<file path="config.mk">
export PLATFORM = sky130hd
export DESIGN_NAME = pipe_stage_chain
export DESIGN_NICKNAME = d
export VERILOG_FILES = /design/src/rtl/pipe_stage_chain.sv
export SDC_FILE = /design/constraint.sdc
export NUM_CORES = 1
export LEC_CHECK = 0
export ABC_AREA = 1
export BUFFER_PORTS_ARGS = -buffer_cell sky130_fd_sc_hd__buf_2
export CAP_MARGIN = 10
export CORE_ASPECT_RATIO = 2
export CORE_MARGIN = 8
export CORE_UTILIZATION = 45
export DETAILED_ROUTE_END_ITERATION = 6
export HOLD_SLACK_MARGIN = 0.12
export PLACE_DENSITY_LB_ADDON = 0.15
export SLEW_MARGIN = 10
export SYNTH_ARGS = -nofsm -noshare
export SYNTH_HDL_FRONTEND = slang
export SYNTH_SLANG_ARGS = --single-unit
</file>
<file path="constraint.sdc">
create_clock -name i_clk -period 1.4 [get_ports i_clk]
set_input_delay 0.21 -clock i_clk [delete_from_list [all_inputs] [get_ports i_clk]]
set_output_delay 0.21 -clock i_clk [all_outputs]
set_load 0.01 [all_outputs]
</file>
<file path="src/rtl/pipe_stage_chain.sv">
`default_nettype none
// ============================================================================
// Module   : pipe_stage_chain
// Brief    : STAGES-deep chain of pipeline registers carrying a result
//            payload plus write-back control. Provides per-stage stall and
//            flush, bubble insertion, an occupancy count and two
//            register-forwarding lookup ports. The last stage drives the
//            register-file write-back port.
// Options  : define PIPE_STAGE_PERF_EN to add o_stall_cycles and
//            o_bubble_cycles (16-bit saturating performance counters).
// Revision : 1.0 - initial release
// ============================================================================
module pipe_stage_chain #(
    parameter int DATA_W = 16,
    parameter int ADDR_W = 3,
    parameter int STAGES = 3
) (
    input  logic              i_clk,
    input  logic              i_reset,
    input  logic              i_valid,
    input  logic [DATA_W-1:0] i_data,
    input  logic              i_write_back,
    input  logic [ADDR_W-1:0] i_write_addr,
    input  logic [STAGES-1:0] i_stall,
    input  logic [STAGES-1:0] i_flush,
    input  logic [ADDR_W-1:0] i_src1_addr,
    input  logic [ADDR_W-1:0] i_src2_addr,
    output logic              o_ready,
    output logic              o_valid,
    output logic [DATA_W-1:0] o_data,
    output logic              o_write_back,
    output logic [ADDR_W-1:0] o_write_addr,
    output logic              o_fwd1_hit,
    output logic [DATA_W-1:0] o_fwd1_data,
    output logic              o_fwd2_hit,
    output logic [DATA_W-1:0] o_fwd2_data,
    output logic [3:0]        o_occupancy
`ifdef PIPE_STAGE_PERF_EN
    ,
    output logic [15:0]       o_stall_cycles,
    output logic [15:0]       o_bubble_cycles
`endif
);

    localparam int C_LAST = STAGES - 1;

    // Stage registers and their next-state values
    logic [STAGES-1:0] valid_q, valid_d;
    logic [STAGES-1:0] wb_q,    wb_d;
    logic [DATA_W-1:0] data_q [STAGES];
    logic [DATA_W-1:0] data_d [STAGES];
    logic [ADDR_W-1:0] addr_q [STAGES];
    logic [ADDR_W-1:0] addr_d [STAGES];

    // Effective hold per stage and the view of each stage's upstream source
    logic [STAGES-1:0] w_hold;
    logic [STAGES-1:0] w_up_hold;
    logic [STAGES-1:0] w_up_valid;
    logic [STAGES-1:0] w_up_wb;
    logic [DATA_W-1:0] w_up_data [STAGES];
    logic [ADDR_W-1:0] w_up_addr [STAGES];

    // Stall propagates upstream only: a stage holds if it or anything after it stalls
    always_comb begin
        w_hold         = '0;
        w_hold[C_LAST] = i_stall[C_LAST];
        for (int k = C_LAST - 1; k >= 0; k--) begin
            w_hold[k] = i_stall[k] | w_hold[k+1];
        end
    end

    // Source of each stage: chain inputs for stage 0, previous stage otherwise
    always_comb begin
        w_up_hold     = '0;
        w_up_valid    = '0;
        w_up_wb       = '0;
        w_up_valid[0] = i_valid;
        w_up_wb[0]    = i_write_back & i_valid;
        w_up_data[0]  = i_data;
        w_up_addr[0]  = i_write_addr;
        for (int k = 1; k < STAGES; k++) begin
            w_up_hold[k]  = w_hold[k-1];
            w_up_valid[k] = valid_q[k-1];
            w_up_wb[k]    = wb_q[k-1];
            w_up_data[k]  = data_q[k-1];
            w_up_addr[k]  = addr_q[k-1];
        end
    end

    // Per-stage update: flush, then hold, then bubble, then advance
    always_comb begin
        valid_d = valid_q;
        wb_d    = wb_q;
        data_d  = data_q;
        addr_d  = addr_q;
        for (int k = 0; k < STAGES; k++) begin
            if (i_flush[k]) begin
                // Payload is kept so a flushed-while-held stage stays stable
                valid_d[k] = 1'b0;
            end else if (w_hold[k]) begin
                valid_d[k] = valid_q[k];
            end else if (w_up_hold[k]) begin
                valid_d[k] = 1'b0;
                wb_d[k]    = 1'b0;
            end else begin
                valid_d[k] = w_up_valid[k];
                wb_d[k]    = w_up_wb[k];
                data_d[k]  = w_up_data[k];
                addr_d[k]  = w_up_addr[k];
            end
        end
    end

    // Stage register bank with synchronous active-low reset
    always_ff @(posedge i_clk) begin
        if (!i_reset) begin
            valid_q <= '0;
            wb_q    <= '0;
            for (int k = 0; k < STAGES; k++) begin
                data_q[k] <= '0;
                addr_q[k] <= '0;
            end
        end else begin
            valid_q <= valid_d;
            wb_q    <= wb_d;
            for (int k = 0; k < STAGES; k++) begin
                data_q[k] <= data_d[k];
                addr_q[k] <= addr_d[k];
            end
        end
    end

    // Forwarding lookups: scan oldest to youngest so the youngest match wins
    always_comb begin
        o_fwd1_hit  = 1'b0;
        o_fwd1_data = '0;
        o_fwd2_hit  = 1'b0;
        o_fwd2_data = '0;
        for (int k = C_LAST; k >= 0; k--) begin
            if (valid_q[k] && wb_q[k] && (addr_q[k] == i_src1_addr)) begin
                o_fwd1_hit  = 1'b1;
                o_fwd1_data = data_q[k];
            end
            if (valid_q[k] && wb_q[k] && (addr_q[k] == i_src2_addr)) begin
                o_fwd2_hit  = 1'b1;
                o_fwd2_data = data_q[k];
            end
        end
    end

    // Occupancy is the number of valid stages
    always_comb begin
        o_occupancy = '0;
        for (int k = 0; k < STAGES; k++) begin
            o_occupancy = o_occupancy + {3'b000, valid_q[k]};
        end
    end

    assign o_ready      = ~w_hold[0];
    assign o_valid      = valid_q[C_LAST];
    assign o_data       = data_q[C_LAST];
    assign o_write_back = valid_q[C_LAST] & wb_q[C_LAST];
    assign o_write_addr = addr_q[C_LAST];

`ifdef PIPE_STAGE_PERF_EN
    logic [15:0] stall_cnt_q;
    logic [15:0] bubble_cnt_q;
    logic        started_q;

    // Saturating counters; bubble counting starts once anything was accepted
    always_ff @(posedge i_clk) begin
        if (!i_reset) begin
            stall_cnt_q  <= '0;
            bubble_cnt_q <= '0;
            started_q    <= 1'b0;
        end else begin
            if (w_hold[0] && (stall_cnt_q != 16'hFFFF)) begin
                stall_cnt_q <= stall_cnt_q + 16'd1;
            end
            if (started_q && !valid_q[C_LAST] && (bubble_cnt_q != 16'hFFFF)) begin
                bubble_cnt_q <= bubble_cnt_q + 16'd1;
            end
            if (i_valid && !w_hold[0]) begin
                started_q <= 1'b1;
            end
        end
    end

    assign o_stall_cycles  = stall_cnt_q;
    assign o_bubble_cycles = bubble_cnt_q;
`endif

endmodule
`default_nettype wire
</file>
**Word-level counts from Yosys, hierarchy flattened**

Index checks and enable logic that the tools add are counted.

- Bitwise gates (word level): 11
- Shift-type cells: 0
- Divide/modulo/power cells: 0
- Equality and inequality tests: 6
- Reductions and logical operators: 17
- $mul: 0
- Add/subtract/negate cells: 2
- Multiplexer cells: 16
- Magnitude comparators: 0

Operators with widths:

| cell | count |
|---|---|
| $mux W16 | 6 |
| $eq A3 B3 Y1 | 6 |
| $mux W1 | 10 |
| $logic_and A1 B1 Y1 | 9 |
| $not A1 Y1 | 7 |
| $reduce_and A2 Y1 | 3 |
| $reduce_and A3 Y1 | 2 |
| $reduce_or A2 Y1 | 3 |
| $add A2 B1 Y3 | 1 |
| $add A1 B1 Y2 | 1 |
| $and A1 B1 Y1 | 2 |
| $or A1 B1 Y1 | 2 |

- Memory bits (writable): 0
- Bits in latches: 0
- Memory bits (read-only): 0
- Output and inout bits: 60
- Bits in registers: 63
- Memories kept: 0

**Logic depth before layout (Yosys ltp)**

Gate-level depths: netlist (run 1).

- Word-level depth: 5
- Mapped depth: 10

**Worst setup path after synthesis (run 1)**

Ideal clock, no wire load.

- Kind: register to output
- Start point: register valid_q[2]
- End point: output port o_fwd1_data[10]
- Buffers on the path: 1
- Data arrival time: 1.312 ns
- Path slack: -0.122 ns
- Data required time: 1.190 ns
- Cell stages (with the launch flop): 10
- Path through: dfxtp_1 > nand2_1 > inv_1 > o21ai_1 > nor2_2 > buf_6 > nand3_1 > nand2_1 > nand2_1 > nand2_1

- Word-level cells in the longest chain between the ends: 5

RTL lines:

| element | line | source |
|---|---|---|
| start, declared | 48 | `logic [STAGES-1:0] valid_q, valid_d;` |
| start signal, assigned | 124 | `valid_q <= valid_d;` |
| $logic_and A1 B1 Y1 (2 in a row) | 140 | `if (valid_q[k] && wb_q[k] && (addr_q[k] == i_src1_addr)) begin` |
| $mux W16 (3 in a row) | 140 |  |
| end, declared | 34 | `output logic [DATA_W-1:0] o_fwd1_data,` |

Every way passes these cells.

**Worst setup path in the final report (run 1)**

- Start point: register addr_q[4] (netlist bit)
- End point: output port o_fwd1_data[5]

- Word-level cells in the longest chain between the ends: 4

RTL lines:

| element | line | source |
|---|---|---|
| start, declared | 52 | `logic [ADDR_W-1:0] addr_q [STAGES];` |
| start signal, assigned by index | 128 | `addr_q[k] <= addr_d[k];` |
| $eq A3 B3 Y1 | 140 |  |
| $logic_and A1 B1 Y1 | 140 |  |
| $mux W16 (2 in a row) | 140 |  |

Every way passes these cells.

==> impl_metrics.csv, run 1 <==
group,metric,value,unit
outcome,status,"finished, violations left",
outcome,violations,"negative setup slack",
synthesis,seq_area_frac_synth,31.8,%
synthesis,synth_area_leaders,"dfxtp_1 (32%), nand2_1 (19%), nand3_1 (8.5%)",
hold_path,min_path_cells,3,
synthesis,synth_cell_types,27,
cts,clk_latency,0.34,ns
timing,layout_setup_ws,-0.526,ns
die,dieArea,12300,um2
finish,layout-drive-gt1-share,40.1,%
pwr,irDropWorstVdd,0.910,mV
pwr,p_leak,2.81,nW
finish,final_cells,853,
global_route,grt_max_degree,49,
setup_path,crit_chain,"inv_2 -> nand2_2 -> nand2_2 -> nor2_4 -> buf_12 -> clkbuf_16 -> nand3_2 -> nand2_1 -> inv_1 -> nand2_1 -> nand2_1 -> buf_2",
setup_path,setup.worst_path.start,"addr_q[4]",
timing,hold_viol,0,
synthesis,synth_common_cells,"nand2_1 (201), inv_1 (77), nand3_1 (67), dfxtp_1 (63), a21oi_1 (60)",
cts,htree_levels,3,
die,rows,48,
setup_path,crit_top_cell,"nand2_1",
route,wl,14100,um
synthesis,netlist_area,3970,um2
timing,clock_skew,0.00452,ns
hold_path,hp-class,"in -> reg",
route,drc,0,
placement,io_buffers,92,
setup_path,max_stage_delay,0.35,ns
synthesis,syn_inst,637,
finish,area_growth,42.6,%
synthesis,synth_fa_ha_area_share,0.505,%
timing,finalSetupViolCount,36,
route,avgRoutedWirePerCell,16.5,um
job,max_cap_viol_count,0,
cts,numCtsBuffers,9,
placement,gp_congestion,0.877,
timing,final_max_slew_viol_count,0,
timing,fin_crit_sh,138,%
die,die_h,149,um
synthesis,synth_compound_area_share,16.0,%
hold_path,min_from,"i_data[7]",
route,viasPerCell,5.35,
setup_path,required,1.19,ns
setup_path,rr_startpoint,"o_write_addr[1]",
route,drtIter0Drc,339,
pwr,power,0.00451,W
setup_path,criticalPathCategory,"reg -> out",
die,dieWidth,82.4,um
synthesis,synthSimpleGateAreaFrac,32.6,%
die,start_util,46.2,%
setup_path,path_max_fanout,5,
setup_path,r2r_cells,4,
synthesis,synthXorXnorAreaFrac,0.442,%
cts,clkSlewWorstSetupHoldPaths,0.06,ns
pwr,p_per_area,798,nW/um2
synthesis,synth_edf_count,0,
synthesis,synth_top_family_by_area,"simple AND/OR/NAND/NOR gates",
global_route,grt_pass1_vias,4325,
die,core,8590,um2
global_route,grt_pass1_wl,20300,um
global_route,track_usage,21.2,%
finish,fin_nets,784,
placement,dpl.cell_count,817,
cts,cts_sinks,63,
synthesis,yosysTopAreaCellShare,31.8,%
cts,cts_tree,"built",
timing,rsz0062_at_grt,"yes",
finish,fillCellCount,762,
timing,layout_min_cycle_time,1.93,ns
synthesis,synth_flop_cell,"dfxtp_1",
die,ios,95,
synthesis,synth_top_area_cell,"dfxtp_1",
global_route,grt_overflow,0,
synthesis,synthMuxAreaShare,0,%
setup_path,cp.arrival,1.72,ns
route,vias,4560,
cts,clock_path_buffers,2,
cts,cts-root-buf,"clkbuf_16",
synthesis,syn_area_per_cell,6.23,um2
finish,antenna_cells,0,
synthesis,yosysWarnings,0,
setup_path,rrSetupSlack,0.48,ns
setup_path,crit_path_start_kind,"flip-flop",
synthesis,async_flop_share,0,%
setup_path,critPathTopFamily,"simple AND/OR/NAND/NOR gates",
synthesis,synth-seq-cells,63,
route,antenna_left,0,
hold_path,whs_endpoint,"data_q[39]",
timing,fmax,519,MHz
setup_path,path_buf_inv,5,
setup_path,crit_path_top_delay_cell,"dfxtp_2",
route,dr.pass1.iters,5,
global_route,antenna_found_initial,0,
setup_path,r2r-end,"o_write_addr[1]",
setup_path,cp-end-kind,"primary output",
placement,dp_hpwl,9180,um
synthesis,yosysMostFrequentCell,"nand2_1",
timing repair:
action | CTS | global route
setup buffers | 1 | 8
setup endpoints to repair | 36 | 40
gates cloned | 2 | 6
pin swaps | 8 | 26
gates resized for setup | 71 | 67
hold endpoints to repair | 3 | 0
hold buffers | 3 | 0
cells in the final DEF, fill, tap and decap left out, types with 2 or more instances in the layout:
| cell type | instances |
|---|---|
| inv_4 | 3 |
| conb_1 | 2 |
| inv_2 | 23 |
| a21oi_1 | 60 |
| nand2_4 | 2 |
| dfxtp_1 | 48 |
| buf_2 | 70 |
| nand3_2 | 15 |
| nor2_4 | 6 |
| dlygate4sd3_1 | 3 |
| buf_4 | 24 |
| inv_1 | 65 |
| nand2_1 | 146 |
| buf_6 | 34 |
| nor2_1 | 10 |
| clkbuf_16 | 14 |
| clkinvlp_4 | 3 |
| nand2_2 | 58 |
| clkinv_2 | 3 |
| or2_4 | 2 |
| nand3_1 | 52 |
| dfxtp_2 | 11 |
| o21ai_0 | 47 |
| dfxtp_4 | 4 |
| o21ai_1 | 12 |
| o21ai_2 | 4 |
| buf_12 | 14 |
| nor2_2 | 6 |
cells by family (layout without fill, tap and decap cells):
logic type / count (synthesis) / count (layout)
other cells: 1 / 2
xor+xnor: 2 / 2
flops: 63 / 63
simple gates: 300 / 301
fa+ha+maj: 1 / 1
compound gates: 126 / 126
buf+inv: 144 / 258
sequential cells by signal, indices dropped and copies added, names as in the netlist:
signal        flops
o_write_addr      3
wb_q              3
o_data           16
valid_q           3
addr_q            6
data_q           32
stage by stage:
| stage | setup WS, ns | hold WS (ns) | util (%) | setup TNS, ns | instance area, um2 |
|---|---|---|---|---|---|
| 3_3_place_gp | -0.153 | 0.396 | 54.5 | -3.69 | 4680 |
| 6_report | -0.526 | 0.140 | 65.9 | -15.77 | 5660 |
| 5_1_grt | -0.592 | 0.157 | 65.9 | -18.33 | 5660 |
| 3_5_place_dp | -0.160 | 0.406 | 54.5 | -3.98 | 4680 |
| 4_1_cts | -0.461 | 0.129 | 61.0 | -14.45 | 5240 |
| 2_1_floorplan | -0.00808 | 0.279 | - | -0.0159 | 4020 |
worst max-delay path by stage:
| stage | to | slack, ns | cells past startpoint |
|---|---|---|---|
| floorplan | o_fwd1_data[10] | -0.008 | 9 |
| global placement | o_fwd2_data[13] | -0.15 | 10 |
| detailed placement | o_fwd2_data[14] | -0.16 | 10 |
| CTS | o_fwd2_data[1] | -0.46 | 11 |
| global route | o_fwd1_data[5] | -0.59 | 12 |
| finish | o_fwd1_data[5] | -0.53 | 12 |
worst min-delay path: stages:
cell and delay (ns):
buf_2 0.07, o21ai_1 0.05, a21oi_1 0.10
where the power goes:
group | switching [W] | internal [W] | total (W)
clock | 0.000825 | 0.00119 | 0.00201
sequential | 0.0000656 | 0.00186 | 0.00192
combinational | 0.000335 | 0.000242 | 0.000577
total | 0.00123 | 0.00329 | 0.00451
metal layers:
layer | track usage [%] | share of wire [%] | wire length (um) | up-vias
met1 | 21.1 | 34 | 4830 | 2112
met2 | 39.1 | 56 | 7930 | 203
met5 | 0 | 0 | 0 | -
li1 | - | - | - | 2205
met4 | 10.0 | 3.1 | 431 | 0
met3 | 4.65 | 6.3 | 884 | 40
cell type report:
cell class                      count  area (um2)  area share [%]
Multi-Input combinational cell    432        2260            40.0
Timing Repair Buffer              151        1360            24.1
Clock inverter                      6        37.5           0.664
Clock buffer                       10         229            4.05
Tap cell                          100         125            2.21
Sequential cell                    63        1290            22.8
Inverter                           91         349            6.17
Power figures use the tool's default switching activity.
==> run 2: changes to the inputs <==
- CORE_ASPECT_RATIO: 2 -> 1.5
==> impl_metrics.csv, run 2 (same netlist as run 1, synthesis figures left out) <==
group,metric,value,unit
route,antenna_left,0,
setup_path,max_stage_delay,0.34,ns
setup_path,cp.arrival,1.69,ns
pwr,seq_power_share,40.8,%
finish,layout-drive-gt1-share,39.3,%
pwr,irDropWorstVdd,0.641,mV
hold_path,hp-class,"in -> reg",
setup_path,crit_chain,"nand2_2 -> inv_2 -> nand2_2 -> nor2_4 -> buf_4 -> nand2_8 -> nand2_1 -> nand2_1 -> nand2_1 -> buf_2",
setup_path,crit_path_start_kind,"flip-flop",
cts,clkSlewWorstSetupHoldPaths,0.06,ns
pwr,comb_power_share,11.7,%
finish,fillCellCount,818,
setup_path,criticalPathCategory,"reg -> out",
timing,finalSetupViolCount,36,
die,rows,42,
pwr,clkPwrFrac,47.5,%
outcome,violations,"negative setup slack",
pwr,p_per_area,839,nW/um2
global_route,grt_max_degree,40,
finish,fin_nets,791,
timing,fin_crit_sh,136,%
finish,largest_reg_flops,32,
finish,regMostFlops,"data_q",
timing,fmax,526,MHz
timing,layout_min_cycle_time,1.90,ns
global_route,grt_pass1_vias,4236,
cts,numCtsBuffers,9,
placement,io_buffers,92,
setup_path,rr_startpoint,"valid_q[1]",
die,core,8720,um2
die,dieWidth,92.7,um
setup_path,crit_path_top_delay_cell,"dfxtp_2",
route,drtIter0Drc,369,
placement,gp_congestion,0.894,
outcome,status,"finished, violations left",
timing,layout_setup_ws,-0.500,ns
pwr,p_leak,2.83,nW
setup_path,cp-end-kind,"primary output",
finish,antenna_cells,0,
setup_path,rrSetupSlack,0.26,ns
job,max_cap_viol_count,0,
route,avgRoutedWirePerCell,15.0,um
cts,cts_tree,"built",
setup_path,crit_top_cell,"nand2_1",
global_route,track_usage,20.7,%
die,die_h,131,um
cts,cts-root-buf,"clkbuf_16",
timing,clock_skew,0.00536,ns
cts,clk_latency,0.33,ns
die,ios,95,
finish,final_common_cell,"nand2_1",
timing,rsz0062_at_grt,"yes",
setup_path,setup.worst_path.start,"valid_q[1]",
route,wl,13100,um
placement,dpl.cell_count,834,
route,viasPerCell,5.19,
global_route,grt_pass1_wl,20000,um
route,dr.pass1.iters,5,
timing,final_max_slew_viol_count,0,
cts,cts_sinks,63,
global_route,antenna_found_initial,0,
setup_path,r2r-end,"valid_q[2]",
setup_path,r2r_cells,6,
global_route,grt_overflow,0,
finish,final_cells,870,
finish,final_cell_mix,"nand2_1 (155), buf_2 (73), inv_1 (69)",
cts,htree_levels,3,
placement,pre_cts_ws,-0.184,ns
route,drc,0,
route,vias,4515,
setup_path,path_max_fanout,9,
setup_path,endpoint,"o_fwd1_data[1]",
pwr,switching_share,25.7,%
finish,area_growth,41.4,%
cts,clock_path_buffers,2,
timing,hold_viol,0,
pwr,p_int,0.00350,W
setup_path,required,1.19,ns
die,dieArea,12100,um2
die,start_util,45.5,%
pwr,power_switching,0.00121,W
placement,dp_hpwl,8970,um
==> run 2: power groups by stage <==
stage / sequential, W / combinational [W] / clock [W]
6_report: 0.00192 / 0.000549 / 0.00224
3_3_place_gp: 0.00195 / 0.000461 / 0
2_1_floorplan: 0.00194 / 0.000312 / 0
4_1_cts: 0.00192 / 0.000507 / 0.00227
3_5_place_dp: 0.00195 / 0.000470 / 0
5_1_grt: 0.00193 / 0.000601 / 0.00234
==> run 2: how the worst min path moves through the flow <==
stage	startpoint	to	depth (start not counted)
2_1_floorplan	i_flush[2]	valid_q[2]	1
3_3_place_gp	i_flush[0]	valid_q[0]	2
3_5_place_dp	i_flush[0]	valid_q[0]	2
4_1_cts	i_data[5]	data_q[37]	3
5_1_grt	i_data[1]	data_q[33]	3
6_report	i_data[5]	data_q[37]	3
==> run 2: metrics by stage <==
| step | setup TNS (ns) | util (%) | power [W] | cell area (um2) | hold slack [ns] |
|---|---|---|---|---|---|
| 6_report | -15.62 | 64.3 | 0.00471 | 5610 | 0.138 |
| 3_5_place_dp | -4.77 | 53.5 | 0.00243 | 4670 | 0.401 |
| 4_1_cts | -14.86 | 60.6 | 0.00470 | 5290 | 0.137 |
| 2_1_floorplan | -0.0159 | - | 0.00225 | 4020 | 0.279 |
| 3_3_place_gp | -3.66 | 53.5 | 0.00241 | 4670 | 0.395 |
| 5_1_grt | -18.63 | 64.3 | 0.00487 | 5610 | 0.153 |
==> run 2: repair_timing <==
item                                   4_1_cts  5_1_grt
endpoints found under the hold margin        3        0
cloned                                       2        5
setup buffers                                6        4
pin swaps                                   16       36
hold buffers                                 3        0
setup endpoints to repair                   36       36
gates resized for setup                     60       71
==> run 2: area by class of cell <==
cell class / instances / area (um2) / share of cell area, %
Tap cell: 110 / 138 / 2.45
Multi-Input combinational cell: 432 / 2270 / 40.4
Timing Repair Buffer: 158 / 1280 / 22.8
Inverter: 91 / 344 / 6.13
Clock inverter: 6 / 58.8 / 1.05
Clock buffer: 10 / 239 / 4.26
Sequential cell: 63 / 1280 / 22.9
==> run 2: critical path: cells and delay by family (launching register included) <==
| family | cells | cell delay, ns |
|---|---|---|
| buffers and inverters | 3 | 0.39 |
| and+or+nand+nor | 7 | 0.64 |
| DFF | 1 | 0.34 |
==> run 2: metal layers <==
layer  share of wire (%)  routed length, um  global-route usage (%)  up-vias
li1                    -                  -                       -     2218
met1                  38               4950                    22.4     2081
met2                  52               6800                    37.3      175
met3                 7.1                932                    4.63       41
met4                 2.8                367                    9.90        0
met5                   0                  0                       0        -
==> run 3: changes to the inputs <==
- PLACE_DENSITY: default -> 0.72
- PLACE_DENSITY_LB_ADDON: 0.15 -> default
- TNS_END_PERCENT: default -> 30
==> impl_metrics.csv, run 3 (same netlist as run 1, synthesis figures left out) <==
group,metric,value,unit
outcome,status,"finished, violations left",
outcome,violations,"negative setup slack",
setup_path,path_max_fanout,8,
pwr,power,0.00461,W
timing,final_max_slew_viol_count,0,
setup_path,r2r-end,"valid_q[2]",
route,avgRoutedWirePerCell,14.9,um
pwr,p_leak,2.79,nW
die,dieWidth,92.7,um
cts,numCtsBuffers,9,
pwr,power_switching,0.00117,W
pwr,switching_share,25.4,%
timing,rsz0062_at_grt,"yes",
timing,layout_setup_ws,-0.492,ns
cts,clk_latency,0.33,ns
pwr,p_int,0.00344,W
setup_path,cp.arrival,1.68,ns
global_route,use_met2,37.3,%
timing,finalSetupViolCount,36,
global_route,grt_max_degree,49,
pwr,comb_power_share,11.9,%
setup_path,max_stage_delay,0.35,ns
setup_path,required,1.19,ns
cts,cts_sinks,63,
setup_path,rr_startpoint,"valid_q[1]",
setup_path,crit_path_start_kind,"flip-flop",
finish,regMostFlops,"data_q",
setup_path,crit_chain,"inv_2 -> nand2_2 -> o21ai_2 -> nor2_4 -> clkbuf_16 -> nand3_1 -> nand2_1 -> nand2_1 -> nand2_1 -> buf_2",
global_route,antenna_found_initial,0,
timing,fin_crit_sh,135,%
cts,clock_path_buffers,2,
hold_path,min_path_cells,3,
global_route,grt_overflow,0,
pwr,seq_power_share,41.7,%
finish,layout-drive-gt1-share,34.8,%
setup_path,r2r_cells,5,
global_route,grt_util_met3,4.35,%
hold_path,hp-class,"in -> reg",
cts,cts_tree,"built",
global_route,grt-busiest-layer,"met2",
setup_path,rrSetupSlack,0.39,ns
timing,whs,0.146,ns
timing,fmax,529,MHz
global_route,gr-usage-met1,23.2,%
finish,area_growth,35.6,%
placement,gp_congestion,0.884,
die,dieArea,12100,um2
pwr,irDropWorstVdd,0.686,mV
finish,fin_nets,786,
timing,hold_viol,0,
route,dr.pass1.iters,5,
route,drc,0,
placement,dp_hpwl,8830,um
global_route,grt_pass1_wl,20700,um
finish,final_common_cell,"nand2_1",
die,ios,95,
finish,largest_reg_flops,32,
route,vias,4485,
cts,htree_levels,3,
hold_path,whs_endpoint,"data_q[37]",
cts,clkSlewWorstSetupHoldPaths,0.05,ns
setup_path,crit_path_top_delay_cell,"dfxtp_2",
die,rows,42,
die,die_h,131,um
pwr,p_per_area,856,nW/um2
route,viasPerCell,5.18,
finish,final_cell_mix,"nand2_1 (173), buf_2 (80), inv_1 (71)",
cts,cts-root-buf,"clkbuf_16",
setup_path,crit_top_cell,"nand2_1",
hold_path,min_from,"i_data[5]",
timing,clock_skew,0.00516,ns
global_route,grt_pass1_vias,4378,
placement,dpl.cell_count,837,
global_route,track_usage,21.2,%
pwr,clkPwrFrac,46.4,%
job,max_cap_viol_count,0,
die,start_util,45.5,%
timing,layout_min_cycle_time,1.89,ns
placement,io_buffers,92,
route,drtIter0Drc,299,
route,antenna_left,0,
finish,final_cells,865,
setup_path,criticalPathCategory,"reg -> out",
route,wl,12900,um
die,core,8720,um2
placement,pre_cts_ws,-0.178,ns
timing,finalSetupTns,-15.69,ns
setup_path,cp-end-kind,"primary output",
finish,antenna_cells,0,
[run 3: cell count changes in the layout (fill, tap and decap cells not counted), sizes merged]
cell | previous run | this run
bufinv | 1 | 0
clkbuf | 11 | 15
inv | 92 | 91
clkinvlp | 1 | 0
nand2 | 208 | 207
buf | 154 | 149
[run 3: final cells by class]
class                      instances  area, um2
fill                             819       3340
clock inverter                     3       15.0
multi-input combinational        431       2140
sequential                        63       1280
clock buffer                      13        272
timing repair buffer             154       1190
inverter                          91        342
tap                              110        138
[run 3: metrics by stage]
stage | cell area, um2 | utilization [%]
5_1_grt | 5380 | 61.7
2_1_floorplan | 4000 | -
6_report | 5380 | 61.7
3_3_place_gp | 4670 | 53.6
4_1_cts | 5130 | 58.8
3_5_place_dp | 4670 | 53.6
[run 3: what timing repair did]
item	CTS	global route
buffers inserted	2	3
endpoints found under the setup margin	36	37
resized for setup	36	54
pin swaps	8	29
hold buffers	3	0
cloned	1	3
endpoints found under the hold margin	3	0
[run 3: worst max path at each step]
stage / startpoint / endpoint / slack (ns) / cells after the start
4_1_cts: valid_q[1] / o_fwd1_data[13] / -0.47 / 11
5_1_grt: o_write_addr[1] / o_fwd2_data[4] / -0.57 / 10
3_5_place_dp: valid_q[0] / o_fwd1_data[15] / -0.18 / 11
2_1_floorplan: valid_q[2] / o_fwd2_data[11] / -0.01 / 9
3_3_place_gp: valid_q[0] / o_fwd1_data[15] / -0.14 / 11
6_report: o_write_addr[1] / o_fwd2_data[2] / -0.49 / 10
[run 3: power groups by stage]
stage	registers [W]	clock network [W]	logic (W)
2_1_floorplan	0.00194	0	0.000312
3_3_place_gp	0.00195	0	0.000466
3_5_place_dp	0.00195	0	0.000477
4_1_cts	0.00192	0.00217	0.000487
5_1_grt	0.00193	0.00225	0.000600
6_report	0.00192	0.00214	0.000548
[run 3: worst max-delay path: cells and delay by family (launching register included)]
kind / cells / cell delay, ns
and+or+nand+nor: 6 / 0.54
AOI/OAI and AO/OA: 1 / 0.07
DFF: 1 / 0.35
buffers and inverters: 3 / 0.38
[run 3: metal layers]
layer	wire (um)	up-vias
met2	6640	170
met4	389	0
li1	-	2217
met1	5080	2066
met3	779	32
met5	0	-
